==> config.mk <==
export PLATFORM = sky130hd
export DESIGN_NAME = fadd_extract_align
export DESIGN_NICKNAME = d
export VERILOG_FILES = /design/src/rtl/fp_pkg.sv /design/src/rtl/fp_sticky_shifter.sv /design/src/rtl/fadd_extract_align.sv
export SDC_FILE = /design/constraint.sdc
export NUM_CORES = 1
export LEC_CHECK = 0
export BUFFER_PORTS_ARGS = -buffer_cell sky130_fd_sc_hd__buf_2
export CAP_MARGIN = 25
export CORE_ASPECT_RATIO = 1.4
export CORE_MARGIN = 5
export CORE_UTILIZATION = 35
export CTS_CLUSTER_DIAMETER = 50
export DETAILED_ROUTE_END_ITERATION = 7
export PLACE_DENSITY = 0.6
export SLEW_MARGIN = 20
export SYNTH_ARGS = -nofsm -noshare
export SYNTH_HDL_FRONTEND = slang
export SYNTH_SLANG_ARGS = --single-unit
==> constraint.sdc <==
create_clock -name clk -period 4.3 [get_ports clk]
set_clock_uncertainty 0.2 [all_clocks]
set_input_delay 0.645 -clock clk [delete_from_list [all_inputs] [get_ports clk]]
set_output_delay 0.645 -clock clk [all_outputs]
set_load 0.005 [all_outputs]
==> src/rtl/fp_pkg.sv <==
// Shared FP32 types, constants and unpack helper for the add/sub datapath.
package fp_pkg;

    localparam int unsigned FP_EXP_W = 8;
    localparam int unsigned FP_MAN_W = 23;
    localparam int unsigned SIG_W    = FP_MAN_W + 1;
    localparam int unsigned EXT_W    = SIG_W + 3;

    localparam logic [FP_EXP_W-1:0] EXP_INF = 8'hFF;
    localparam logic [31:0]         QNAN    = 32'h7FC0_0000;

    typedef struct packed {
        logic                sign;
        logic [FP_EXP_W-1:0] exp;
        logic [FP_MAN_W-1:0] frac;
    } fp32_t;

    typedef enum logic [2:0] {
        RNE = 3'd0,
        RTZ = 3'd1,
        RDN = 3'd2,
        RUP = 3'd3,
        RMM = 3'd4
    } rm_e;

    // Operand after unpacking: class flags plus aligned-ready exponent/significand.
    typedef struct packed {
        logic                is_nan;
        logic                is_snan;
        logic                is_inf;
        logic [FP_EXP_W-1:0] eff_exp;
        logic [SIG_W-1:0]    sig;
    } fp_unpacked_t;

    // Stage-1 payload: ordered operands before the alignment shift.
    typedef struct packed {
        logic                nan;
        logic                snan;
        logic                inf1;
        logic                inf2;
        logic                sign1;
        logic                sign2;
        logic                sign_large;
        logic                swap;
        logic [FP_EXP_W-1:0] shamt;
        logic [FP_EXP_W-1:0] exp_large;
        logic [SIG_W-1:0]    mant_large;
        logic [SIG_W-1:0]    mant_small;
        rm_e                 rm;
    } s1_t;

    // Stage-2 payload: everything the normalize/round stages consume.
    typedef struct packed {
        logic                nan;
        logic                snan;
        logic                inf1;
        logic                inf2;
        logic                sign1;
        logic                sign2;
        logic                sign_large;
        logic                swap;
        logic                eff_sub;
        logic [FP_EXP_W-1:0] exp_large;
        logic [SIG_W-1:0]    mant_large;
        logic [SIG_W-1:0]    mant_small;
        logic [2:0]          grs;
        rm_e                 rm;
    } s2_t;

    // Denormals get an effective exponent of 1 so they align against normals correctly.
    function automatic fp_unpacked_t fp_unpack(input fp32_t x);
        fp_unpacked_t u;
        logic         exp_max;
        logic         frac_nz;
        exp_max   = (x.exp == EXP_INF);
        frac_nz   = (x.frac != '0);
        u.is_nan  = exp_max && frac_nz;
        u.is_snan = exp_max && frac_nz && !x.frac[FP_MAN_W-1];
        u.is_inf  = exp_max && !frac_nz;
        u.eff_exp = (x.exp == '0) ? 8'd1 : x.exp;
        u.sig     = {(x.exp != '0), x.frac};
        return u;
    endfunction

endpackage

==> src/rtl/fp_sticky_shifter.sv <==
// 27-bit right shifter that collapses every shifted-out bit into the sticky bit.
module fp_sticky_shifter
    import fp_pkg::*;
(
    input  logic [23:0] sig_in,
    input  logic [7:0]  shamt,
    output logic [23:0] sig_out,
    output logic [2:0]  grs
);

    logic [EXT_W-1:0] ext;
    logic [EXT_W-1:0] shifted;
    logic [EXT_W-1:0] lost_mask;
    logic [4:0]       sh;
    logic             lost;

    // Align {sig,G,R,S} and OR together anything that falls off the bottom.
    always_comb begin
        ext       = {sig_in, 3'b000};
        sh        = shamt[4:0];
        shifted   = '0;
        lost_mask = '0;
        lost      = 1'b0;
        sig_out   = '0;
        grs       = '0;
        if (shamt >= 8'd26) begin
            sig_out = '0;
            grs     = {2'b00, |sig_in};
        end else begin
            shifted   = ext >> sh;
            lost_mask = ~({EXT_W{1'b1}} << sh);
            lost      = |(ext & lost_mask);
            sig_out   = shifted[EXT_W-1:3];
            grs       = {shifted[2], shifted[1], shifted[0] | lost};
        end
    end

endmodule

==> src/rtl/fadd_extract_align.sv <==
// FP32 add/sub front end: unpack, classify, order by magnitude and align,
// through a 2-stage valid/ready pipeline.
module fadd_extract_align #(
    parameter int unsigned EXP_W = 8,
    parameter int unsigned MAN_W = 23
) (
    input  logic               clk,
    input  logic               reset,
    input  logic               flush,
    input  logic               in_valid,
    output logic               in_ready,
    input  logic [EXP_W+MAN_W:0] rs1,
    input  logic [EXP_W+MAN_W:0] rs2,
    input  logic               op_sub,
    input  logic [2:0]         rm_in,
    output logic               out_valid,
    input  logic               out_ready,
    output logic               NaN,
    output logic               snan,
    output logic               inf1,
    output logic               inf2,
    output logic               sign1,
    output logic               sign2,
    output logic               sign_large,
    output logic               swap,
    output logic               eff_sub,
    output logic [EXP_W-1:0]   exp_large,
    output logic [MAN_W:0]     mant_large,
    output logic [MAN_W:0]     mant_small,
    output logic [2:0]         grs,
    output logic [2:0]         rm_out
);

    import fp_pkg::*;

    fp32_t        op_a;
    fp32_t        op_b;
    fp_unpacked_t ua;
    fp_unpacked_t ub;
    s1_t          s1_d;
    s1_t          s1_q;
    s2_t          s2_d;
    s2_t          s2_q;
    logic         s1_valid;
    logic         s2_valid;
    logic         s1_advance;
    logic         accept;
    logic [23:0]  sh_sig;
    logic [2:0]   sh_grs;

    assign op_a = rs1;
    assign op_b = rs2;

    // Handshake: S1 drains into S2 whenever S2 is empty or being consumed.
    assign s1_advance = !s2_valid || out_ready;
    assign in_ready   = !s1_valid || s1_advance;
    assign accept     = in_valid && in_ready;

    // Stage-1 combinational: unpack, classify and order the operands.
    always_comb begin
        s1_d       = '0;
        ua         = fp_unpack(op_a);
        ub         = fp_unpack(op_b);
        s1_d.sign1 = op_a.sign;
        s1_d.sign2 = op_b.sign ^ op_sub;
        s1_d.swap  = ({op_b.exp, op_b.frac} > {op_a.exp, op_a.frac});
        s1_d.nan   = ua.is_nan || ub.is_nan;
        s1_d.snan  = ua.is_snan || ub.is_snan;
        s1_d.inf1  = ua.is_inf;
        s1_d.inf2  = ub.is_inf;
        s1_d.rm    = rm_e'(rm_in);
        if (s1_d.swap) begin
            s1_d.sign_large = s1_d.sign2;
            s1_d.exp_large  = ub.eff_exp;
            s1_d.shamt      = ub.eff_exp - ua.eff_exp;
            s1_d.mant_large = ub.sig;
            s1_d.mant_small = ua.sig;
        end else begin
            s1_d.sign_large = s1_d.sign1;
            s1_d.exp_large  = ua.eff_exp;
            s1_d.shamt      = ua.eff_exp - ub.eff_exp;
            s1_d.mant_large = ua.sig;
            s1_d.mant_small = ub.sig;
        end
    end

    fp_sticky_shifter u_shift (
        .sig_in  (s1_q.mant_small),
        .shamt   (s1_q.shamt),
        .sig_out (sh_sig),
        .grs     (sh_grs)
    );

    // Stage-2 combinational: attach shifter result to the carried fields.
    always_comb begin
        s2_d            = '0;
        s2_d.nan        = s1_q.nan;
        s2_d.snan       = s1_q.snan;
        s2_d.inf1       = s1_q.inf1;
        s2_d.inf2       = s1_q.inf2;
        s2_d.sign1      = s1_q.sign1;
        s2_d.sign2      = s1_q.sign2;
        s2_d.sign_large = s1_q.sign_large;
        s2_d.swap       = s1_q.swap;
        s2_d.eff_sub    = s1_q.sign1 ^ s1_q.sign2;
        s2_d.exp_large  = s1_q.exp_large;
        s2_d.mant_large = s1_q.mant_large;
        s2_d.mant_small = sh_sig;
        s2_d.grs        = sh_grs;
        s2_d.rm         = s1_q.rm;
    end

    // Valid bits: flush kills in-flight ops and wins over a same-cycle accept.
    always_ff @(posedge clk) begin
        if (reset || flush) begin
            s1_valid <= 1'b0;
            s2_valid <= 1'b0;
        end else begin
            if (accept) begin
                s1_valid <= 1'b1;
            end else if (s1_advance) begin
                s1_valid <= 1'b0;
            end
            if (s1_advance) begin
                s2_valid <= s1_valid;
            end
        end
    end

    // Payload registers: only reset clears them; flush leaves data untouched.
    always_ff @(posedge clk) begin
        if (reset) begin
            s1_q <= '0;
            s2_q <= '0;
        end else begin
            if (accept) begin
                s1_q <= s1_d;
            end
            if (s1_advance && s1_valid) begin
                s2_q <= s2_d;
            end
        end
    end

    assign out_valid  = s2_valid;
    assign NaN        = s2_q.nan;
    assign snan       = s2_q.snan;
    assign inf1       = s2_q.inf1;
    assign inf2       = s2_q.inf2;
    assign sign1      = s2_q.sign1;
    assign sign2      = s2_q.sign2;
    assign sign_large = s2_q.sign_large;
    assign swap       = s2_q.swap;
    assign eff_sub    = s2_q.eff_sub;
    assign exp_large  = s2_q.exp_large;
    assign mant_large = s2_q.mant_large;
    assign mant_small = s2_q.mant_small;
    assign grs        = s2_q.grs;
    assign rm_out     = s2_q.rm;

endmodule

### Word level (Yosys, flattened, before mapping)

Cells that the tools add are included.

* register bits: 148
* input bits: 73
* output and inout bits: 73
* logic and storage cells: 78

* $add $sub $neg: 2
* $lt $le $gt $ge: 2
* equality and inequality tests: 2
* shift operators: 2
* mux-type cells: 8
* bitwise gates (word level): 5
* reduce and logical (&&, ||, !) cells: 28

Operators by type and width (number)
* $mux 64: 1
* $reduce_bool 23->1: 2
* $gt 31x31->1: 1
* $and 27x27->27: 1
* $not 27->27: 1
* $reduce_or 27->1: 1
* $shl 27x5->27 const A: 1
* $shr 27x5->27: 1
* $mux 24: 1
* $reduce_or 24->1: 1
* $eq 8x8->1 const B: 2
* $logic_not 8->1: 2
* $mux 8: 2
* $reduce_bool 8->1: 2
* $sub 8x8->8: 2
* $ge 8x5->1 const B: 1
* $logic_and 1x1->1: 8
* $logic_not 1->1: 6
* $logic_or 1x1->1: 5
* $mux 1: 3
* $mux 3: 1
* $reduce_bool 2->1: 1
* $xor 1x1->1: 2
* $or 1x1->1: 1

### Depth between registers and ports, before layout

Gate-level depths: netlist of the first run.

* word-level depth: 6
* depth in mapped cells: 14
* depth with buffers taken out: 11

### Cells and area by module

From an unflattened synthesis of the first run, not the netlist that was laid out.

* cells, all modules: 1179
* area, all modules: 8931.1 sq um

By module, submodules not included
* fadd_extract_align: times used 1, cells an instance 960, area each 7334.5 sq um, seq. area each 2962.8 sq um
* fp_sticky_shifter: times used 1, cells an instance 219, area each 1596.5 sq um, seq. area each 0.0 sq um

### Worst setup path before layout of the first run

OpenSTA, ideal clock, no wires.

* path kind: in2reg
* start point: in rs1[29]
* end point: reg s1_q[64] in the netlist's numbering
* library setup time: 0.091 ns
* arrival time: 2.938 ns
* data required time: 4.009 ns
* path slack: 1.071 ns
* stages on the path: 12
* path buffers: 2
* cells stage by stage: buf_2 inv_1 ha_1 a21oi_1 nand2_1 a221oi_1 o21ai_0 o22ai_1 buf_6 mux2_4 or3_1 a311oi_1

* longest elaborated chain between the ends: 4
* elaborated cells on any way between the ends: 6
* classes of those cells: 2 x add/sub; 1 x order compare; 2 x mux; 1 x reduce/logical

RTL lines
* start: declaration: line fadd_extract_align.sv:12 `input logic [EXP_W+MAN_W:0] rs1,`
* $logic_not 8->1: line fp_pkg.sv:80 `u.eff_exp = (x.exp == '0) ? 8'd1 : x.exp;`
* $mux 8: line fp_pkg.sv:80
* $sub 8x8->8, on equally long branches: line fadd_extract_align.sv:81, fadd_extract_align.sv:75
* $mux 64 (*): line fadd_extract_align.sv:72 `if (s1_d.swap) begin`
* end signal: assignment: line fadd_extract_align.sv:133 `s1_q <= '0;`
* end signal: assignment: line fadd_extract_align.sv:137 `s1_q <= s1_d;`
* end: declaration: line fadd_extract_align.sv:41 `s1_t s1_q;`

Mark *: on every way between the ends. The rest lies on a longest branch, timed or not.
A chain may end at the register's enable or synchronous reset.

### Worst setup path after layout of the first run

Ends and elaborated chain as after synthesis.

==> results.yml, run 1 <==
grt:
  gr-total-overflow: 0
  track_usage_pct: 18.6
  antenna_found_initial: 2
  grt_start_max_net_pins: 92
  grt_pass1_wl_mm: 41.8
  grt_pass1_vias: 7795
synth:
  async_flop_share_pct: 0
  ys_warn_count: 0
  yosysTopAreaCell: "dfxtp_1"
  synthTopCellsByArea: "dfxtp_1, mux2i_1, a21oi_1"
  synth_edf_count: 0
  yosysSeqAreaShare_pct: 34.3
  yosysMostFrequentCell: "nand2_1"
  synthFlopType: "dfxtp_1"
  synthTopCellsByCount: "nand2_1, dfxtp_1, nor2_1, a21oi_1, clkbuf_1"
  syn_avg_cell_area_um2: 7.69
  ys_types: 60
  synth_seq_cells: 148
  synth_cells: 1122
  syn_area_um2: 8630
  post-synth-top-area-fraction_pct: 34.3
  syn-num-nets: 1239
setup_path:
  reg2reg_slack_ps: 1100
  critPathMaxStageDelay_ps: 500
  crit_path_end_kind: "flop"
  crit-reg2reg-capture: "grs[0]$_SDFFE_PP0P_"
  crit_chain: "buf_2 > inv_1 > ha_1 > nand4_1 > nor4_2 > a221oi_1 > o21ai_0 > o22ai_4 > mux2_4 > or3_1 > a311oi_1"
  worstPathMaxFanout: 7
  required_ps: 4430
  reg2regPathDepth: 8
  critPathLaunchType: "input port"
  worstPathArrival_ps: 3450
  crit_slowest_cell: "nor4_2"
  critPathKind: "in2reg"
  r2r-start: "s1_q[60]$_SDFFE_PP0P_"
outcome:
  status: "finished, final reports clean"
floorplan:
  io_pins: 146
  core_region_area_um2: 24500
  dieArea_um2: 27900
  start_util_pct: 35.2
  die_w_um: 143
  num_rows: 68
  die_h_um: 196
min_path:
  min_from: "flush"
  hold_class: "in2reg"
  min_path_cells: 2
  hold_path_end: "s1_valid$_SDFFE_PP0P_"
sta:
  tns_ps: 0
  drv_slew: 0
  period_needed_ps: 3320
  period_share_pct: 77.2
  rsz0062_at_grt: "false"
  setup_viol: 0
  max_freq_mhz: 301
  final-hold-violation-count: 0
  fin_ws_ps: 979
  maxSlewHeadroom_pct: 30.4
  tightest_slew_ps: 1040
drt:
  avgViaCountPerCell: 5.26
  met1Wirelength_mm: 11.7
  dr.pass1.iters: 5
  met3_length_um: 969
  routed.top_layer: "met4"
  via_count: 8070
  drt-total-wl_mm: 26.2
  ant_nets: 0
  drtIter0Drc: 569
  post_drt_wl_per_cell_um: 17.1
  drc_errors: 0
  met2_length_mm: 12.7
clock_network:
  cts_resized: 0
  post_cts_buffers: 0
  cts_tree: "done"
  cts_inserted_buffers: 17
  cts.reportedPaths.clkPinSlew_ps: 60
  cts_max_level: 4
  cts_sinks: 148
  cts_hold_buffers: 0
  root_buffer: "clkbuf_16"
  clock_latency_ps: 430
  cts_buffer_depth: 2
power:
  p_leak_nw: 4.42
  irDropWorstVdd_v: 0.000278
  power_density_nw_per_um2: 371
place:
  pre_cts_slack_ps: 495
  place.gp.congestion: 0.867
  place_hpwl_mm: 19.0
  port_buffers: 145
final_layout:
  layout.nets: 1321
  drive_gt1_share_pct: 17.5
  fillers: 2593
  syn2layout_area_growth_pct: 17.0
run:
  maxCapViolCount: 0
==> registers in the layout, indices dropped and copies added, names as in the netlist <==
signal	cells
inf2	1
eff_sub	1
inf1	1
mant_small	24
swap	1
exp_large	8
snan	1
mant_large	24
s1_valid	1
rm_out	3
out_valid	1
sign_large	1
NaN	1
grs	3
s1_q	75
sign1	1
sign2	1
==> worst max-delay path by stage <==
stage | startpoint | to | slack [ps] | cells after the start
after global routing | rs1[29] | s1_q[64]$_SDFFE_PP0P_ | 830 | 11
after global placement | rs1[29] | s1_q[64]$_SDFFE_PP0P_ | 520 | 11
after floorplan | rs1[29] | s1_q[64]$_SDFFE_PP0P_ | 1070 | 12
after detailed placement | rs1[29] | s1_q[64]$_SDFFE_PP0P_ | 500 | 11
after CTS | rs1[29] | s1_q[64]$_SDFFE_PP0P_ | 950 | 11
final | rs1[29] | s1_q[64]$_SDFFE_PP0P_ | 980 | 11
==> per-stage QoR <==
stage	area [µm²]	total power [mW]	instances	hold slack [ps]	utilization [%]
2_1_floorplan	8630	2.09	1122	229	-
3_3_place_gp	9530	2.33	1500	239	38.9
3_5_place_dp	9530	2.34	1500	243	38.9
4_1_cts	10100	3.78	1532	176	41.2
5_1_grt	10100	3.94	1534	180	41.2
6_report	10100	3.75	1534	197	41.2
==> cell families (layout without fill, tap and decap cells) <==
group	count (synthesis)	count (layout)	share of synthesized area, %
buffers and inverters	148	243	6.84
AND/OR/NAND/NOR	383	383	18.7
AO/OA/AOI/OAI	303	303	21.8
other	0	2	0
XOR/XNOR	10	10	1.01
flip-flops	148	148	34.3
adder cells (fa/ha/maj)	44	44	6.38
multiplexers	86	86	10.9
==> worst max-delay path: cells and delay by family <==
family | cells | cell delay [ps]
adders and majority gates | 1 | 310
AOI/OAI and AO/OA | 4 | 880
muxes | 1 | 340
and+or+nand+nor | 3 | 1050
buffers and inverters | 2 | 230
==> routing by layer <==
layer / vias up / track usage (%)
li1: 4112 / -
met5: - / 0
met1: 3746 / 24.0
met2: 177 / 30.4
met3: 35 / 3.54
met4: 0 / 7.19
==> layout make-up <==
| class | instances | area (µm²) | area share [%] |
|---|---|---|---|
| sequential | 148 | 2960 | 29.3 |
| inverter | 54 | 203 | 2.01 |
| timing repair buffer | 157 | 868 | 8.60 |
| clock inverter | 15 | 135 | 1.34 |
| multi-input combinational | 826 | 5100 | 50.6 |
| antenna | 2 | 5.00 | 0.0496 |
| tap | 315 | 394 | 3.90 |
| clock buffer | 17 | 425 | 4.21 |
==> power breakdown <==
part / total [mW] / switching, mW / internal (mW) / leakage, nW
sequential: 1.52 / 0.0752 / 1.44 / 1.21
clock: 1.44 / 0.672 / 0.763 / 0.268
combinational: 0.793 / 0.478 / 0.315 / 2.94
total: 3.75 / 1.23 / 2.52 / 4.42
==> cell usage in the layout, fill, tap and decap left out, types with 6 or more instances in the layout <==
cell / netlist / layout
nand2_1: 159 / 159
dfxtp_1: 148 / 148
nor2_1: 148 / 148
buf_2: 16 / 144
a21oi_1: 132 / 132
mux2i_1: 70 / 70
a211oi_1: 63 / 63
inv_1: 50 / 50
ha_1: 44 / 44
a22oi_1: 19 / 19
o21ai_0: 17 / 17
o21ai_1: 17 / 17
clkbuf_16: 0 / 17
nor4_1: 15 / 15
nor3_1: 14 / 14
nand4_1: 11 / 11
o22ai_1: 12 / 11
nand3_1: 9 / 9
buf_4: 2 / 9
xnor2_1: 8 / 8
inv_6: 0 / 7
and3_1: 6 / 6
Power figures use the tool's default switching activity.
==> inputs of run 2 (changes only) <==
--- a/config.mk
+++ b/config.mk
@@ -5,6 +5,7 @@
 export SDC_FILE = /design/constraint.sdc
 export NUM_CORES = 1
 export LEC_CHECK = 0
+export ABC_AREA = 1
 export BUFFER_PORTS_ARGS = -buffer_cell sky130_fd_sc_hd__buf_2
 export CAP_MARGIN = 25
 export CORE_ASPECT_RATIO = 1.4
==> constraint.sdc (replaced) <==
create_clock -name clk -period 3.3 [get_ports clk]
set_clock_uncertainty 0.2 [all_clocks]
set_input_delay 0.495 -clock clk [delete_from_list [all_inputs] [get_ports clk]]
set_output_delay 0.495 -clock clk [all_outputs]
set_load 0.005 [all_outputs]
==> run 2 against run 1 <==
Effect of this change:
- core utilization down 0.068 points
- final area grew 5.6%
- clock power increased by 38%
- setup slack worse by 350 ps
- register-to-register slack worse by 380 ps
- critical path type unchanged
==> results.yml, run 2 <==
clock_network:
  clock_latency_ps: 420
  cts_max_level: 4
  cts_tree: "done"
  cts_resized: 0
  cts.reportedPaths.clkPinSlew_ps: 60
  cts_buffer_depth: 2
  cts_sinks: 148
  cts_hold_buffers: 0
  cts_inserted_buffers: 17
  root_buffer: "clkbuf_16"
  post_cts_buffers: 0
grt:
  gr-total-overflow: 0
  grt_start_max_net_pins: 92
  grt_pass1_vias: 9215
  track_usage_pct: 20.5
  grt_pass1_wl_mm: 49.1
  antenna_found_initial: 0
place:
  place_hpwl_mm: 23.1
  place.gp.congestion: 0.923
  port_buffers: 145
  placed_area_um2: 10100
  placed_cells: 1844
  pre_cts_slack_ps: 233
min_path:
  min_from: "rm_in[1]"
  hold_class: "in2reg"
  hold_path_end: "s1_q[1]$_SDFFE_PP0P_"
  min_path_cells: 3
setup_path:
  worstPathArrival_ps: 2810
  crit_chain: "buf_2 > inv_1 > ha_1 > nand2_1 > nor2_1 > nor3b_2 > nand2_1 > nor2_1 > nand2_1 > nand2_1 > nand2_2 > buf_12 > nand2_1 > nand3_1 > a21oi_1"
  critPathMaxStageDelay_ps: 360
  required_ps: 3440
  crit_slowest_cell: "nor3b_2"
  r2r-start: "s1_q[59]$_SDFFE_PP0P_"
  crit_path_end_kind: "flop"
  cpMostUsedCell: "nand2_1"
  crit-reg2reg-capture: "grs[0]$_SDFFE_PP0P_"
  critPathLaunchType: "input port"
  worstPathMaxFanout: 44
  reg2regPathDepth: 11
  crit_family: "simple AND/OR/NAND/NOR gates"
  critPathKind: "in2reg"
  crit_buf_inv: 3
  reg2reg_slack_ps: 720
drt:
  dr.pass1.iters: 5
  ant_nets: 0
  drtIter0Drc: 785
  post_drt_wl_per_cell_um: 16.4
  drt-total-wl_mm: 30.7
  drc_errors: 0
  via_count: 9758
  avgViaCountPerCell: 5.20
outcome:
  status: "finished, final reports clean"
synth:
  synthTopCellsByArea: "dfxtp_1, nand2_1, nand3_1"
  post-synth-top-area-fraction_pct: 32.4
  yosysTopAreaCell: "dfxtp_1"
  synthTopCellsByCount: "nand2_1, nor2_1, dfxtp_1, nand3_1, inv_1"
  synth_edf_count: 0
  ys_types: 40
  syn_avg_cell_area_um2: 6.30
  ys_warn_count: 0
  synth_seq_cells: 148
  yosysSeqAreaShare_pct: 32.4
  yosysMostFrequentCell: "nand2_1"
  async_flop_share_pct: 0
  synth_cells: 1452
  syn-num-nets: 1569
  synthFlopType: "dfxtp_1"
  syn_area_um2: 9150
final_layout:
  multi_input_area_um2: 5240
  drive_gt1_share_pct: 13.5
  fillers: 2847
  fin_cells: 1876
  regMostFlops: "s1_q"
  num_antenna_cells: 0
  largest_reg_flops: 75
  fin_util_pct: 41.1
  layout_commonest_cell: "nand2_1"
  syn2layout_area_growth_pct: 16.6
  register_area_um2: 2960
  mostFrequentLayoutCells: "nand2_1, nor2_1, dfxtp_1"
  finalInstanceArea_um2: 10700
  layout.nets: 1656
floorplan:
  die_h_um: 201
  dieArea_um2: 29500
  num_rows: 70
  die_w_um: 147
  io_pins: 146
  start_util_pct: 35.3
  core_region_area_um2: 25900
sta:
  fin_ws_ps: 625
  period_share_pct: 81.1
  rsz0062_at_grt: "false"
  drv_slew: 0
  max_freq_mhz: 374
  tns_ps: 0
  whs_ps: 127
  setup_viol: 0
  final-hold-violation-count: 0
  tightest_slew_ps: 1020
  period_needed_ps: 2680
  maxSlewHeadroom_pct: 32.1
power:
  total_power_mw: 5.15
  irDropWorstVdd_v: 0.000302
  power_density_nw_per_um2: 483
  p_leak_nw: 5.08
run:
  maxCapViolCount: 0
## run 2: tightest hold or removal path: cells and delay by family
kind	cells	cell delay [ps]
compound gates	1	70
buf+inv	1	80
simple gates	1	80
## run 2: worst max path at each step
| stage | startpoint | to | slack, ps | depth (start not counted) |
|---|---|---|---|---|
| detailed placement | rs1[29] | s1_q[40]$_SDFFE_PP0P_ | 230 | 15 |
| floorplan | rs1[30] | s1_q[10]$_SDFFE_PP0P_ | 980 | 14 |
| CTS | rs1[29] | s1_q[40]$_SDFFE_PP0P_ | 640 | 15 |
| global placement | rs1[29] | s1_q[40]$_SDFFE_PP0P_ | 260 | 15 |
| global route | rs1[28] | s1_q[40]$_SDFFE_PP0P_ | 470 | 15 |
| finish | rs1[28] | s1_q[40]$_SDFFE_PP0P_ | 620 | 15 |
## run 2: final cells by class
type	count	share of cell area (%)
Clock buffer	18	4.12
Tap cell	324	3.80
Multi-Input combinational cell	1069	49.1
Clock inverter	14	1.54
Inverter	138	4.86
Timing Repair Buffer	165	8.80
Sequential cell	148	27.8
## run 2: per-layer routing
| metal | global-route usage (%) | up-vias | part of all wire [%] |
|---|---|---|---|
| met3 | 3.02 | 61 | 4.2 |
| met2 | 34.4 | 288 | 48 |
| met4 | 9.05 | 0 | 4.0 |
| met5 | 0 | - | 0 |
| li1 | - | 4907 | - |
| met1 | 26.0 | 4502 | 43 |
## run 2: report_power, final
group	internal, mW	total, mW	switching [mW]	leakage (nW)
clock network	1.16	1.99	0.831	0.292
registers	1.90	1.99	0.0919	1.21
logic	0.397	1.18	0.778	3.57
## run 2: kinds of logic (layout without fill, tap and decap cells)
| kind of cell | count (synthesis) | after routing | synth area share, % |
|---|---|---|---|
| simple gates | 722 | 722 | 32.9 |
| compound gates | 284 | 284 | 16.4 |
| buf+inv | 235 | 335 | 10.4 |
| flops | 148 | 148 | 32.4 |
| fa+ha+maj | 44 | 44 | 6.02 |
| xor+xnor | 15 | 15 | 1.44 |
| mux | 4 | 4 | 0.438 |
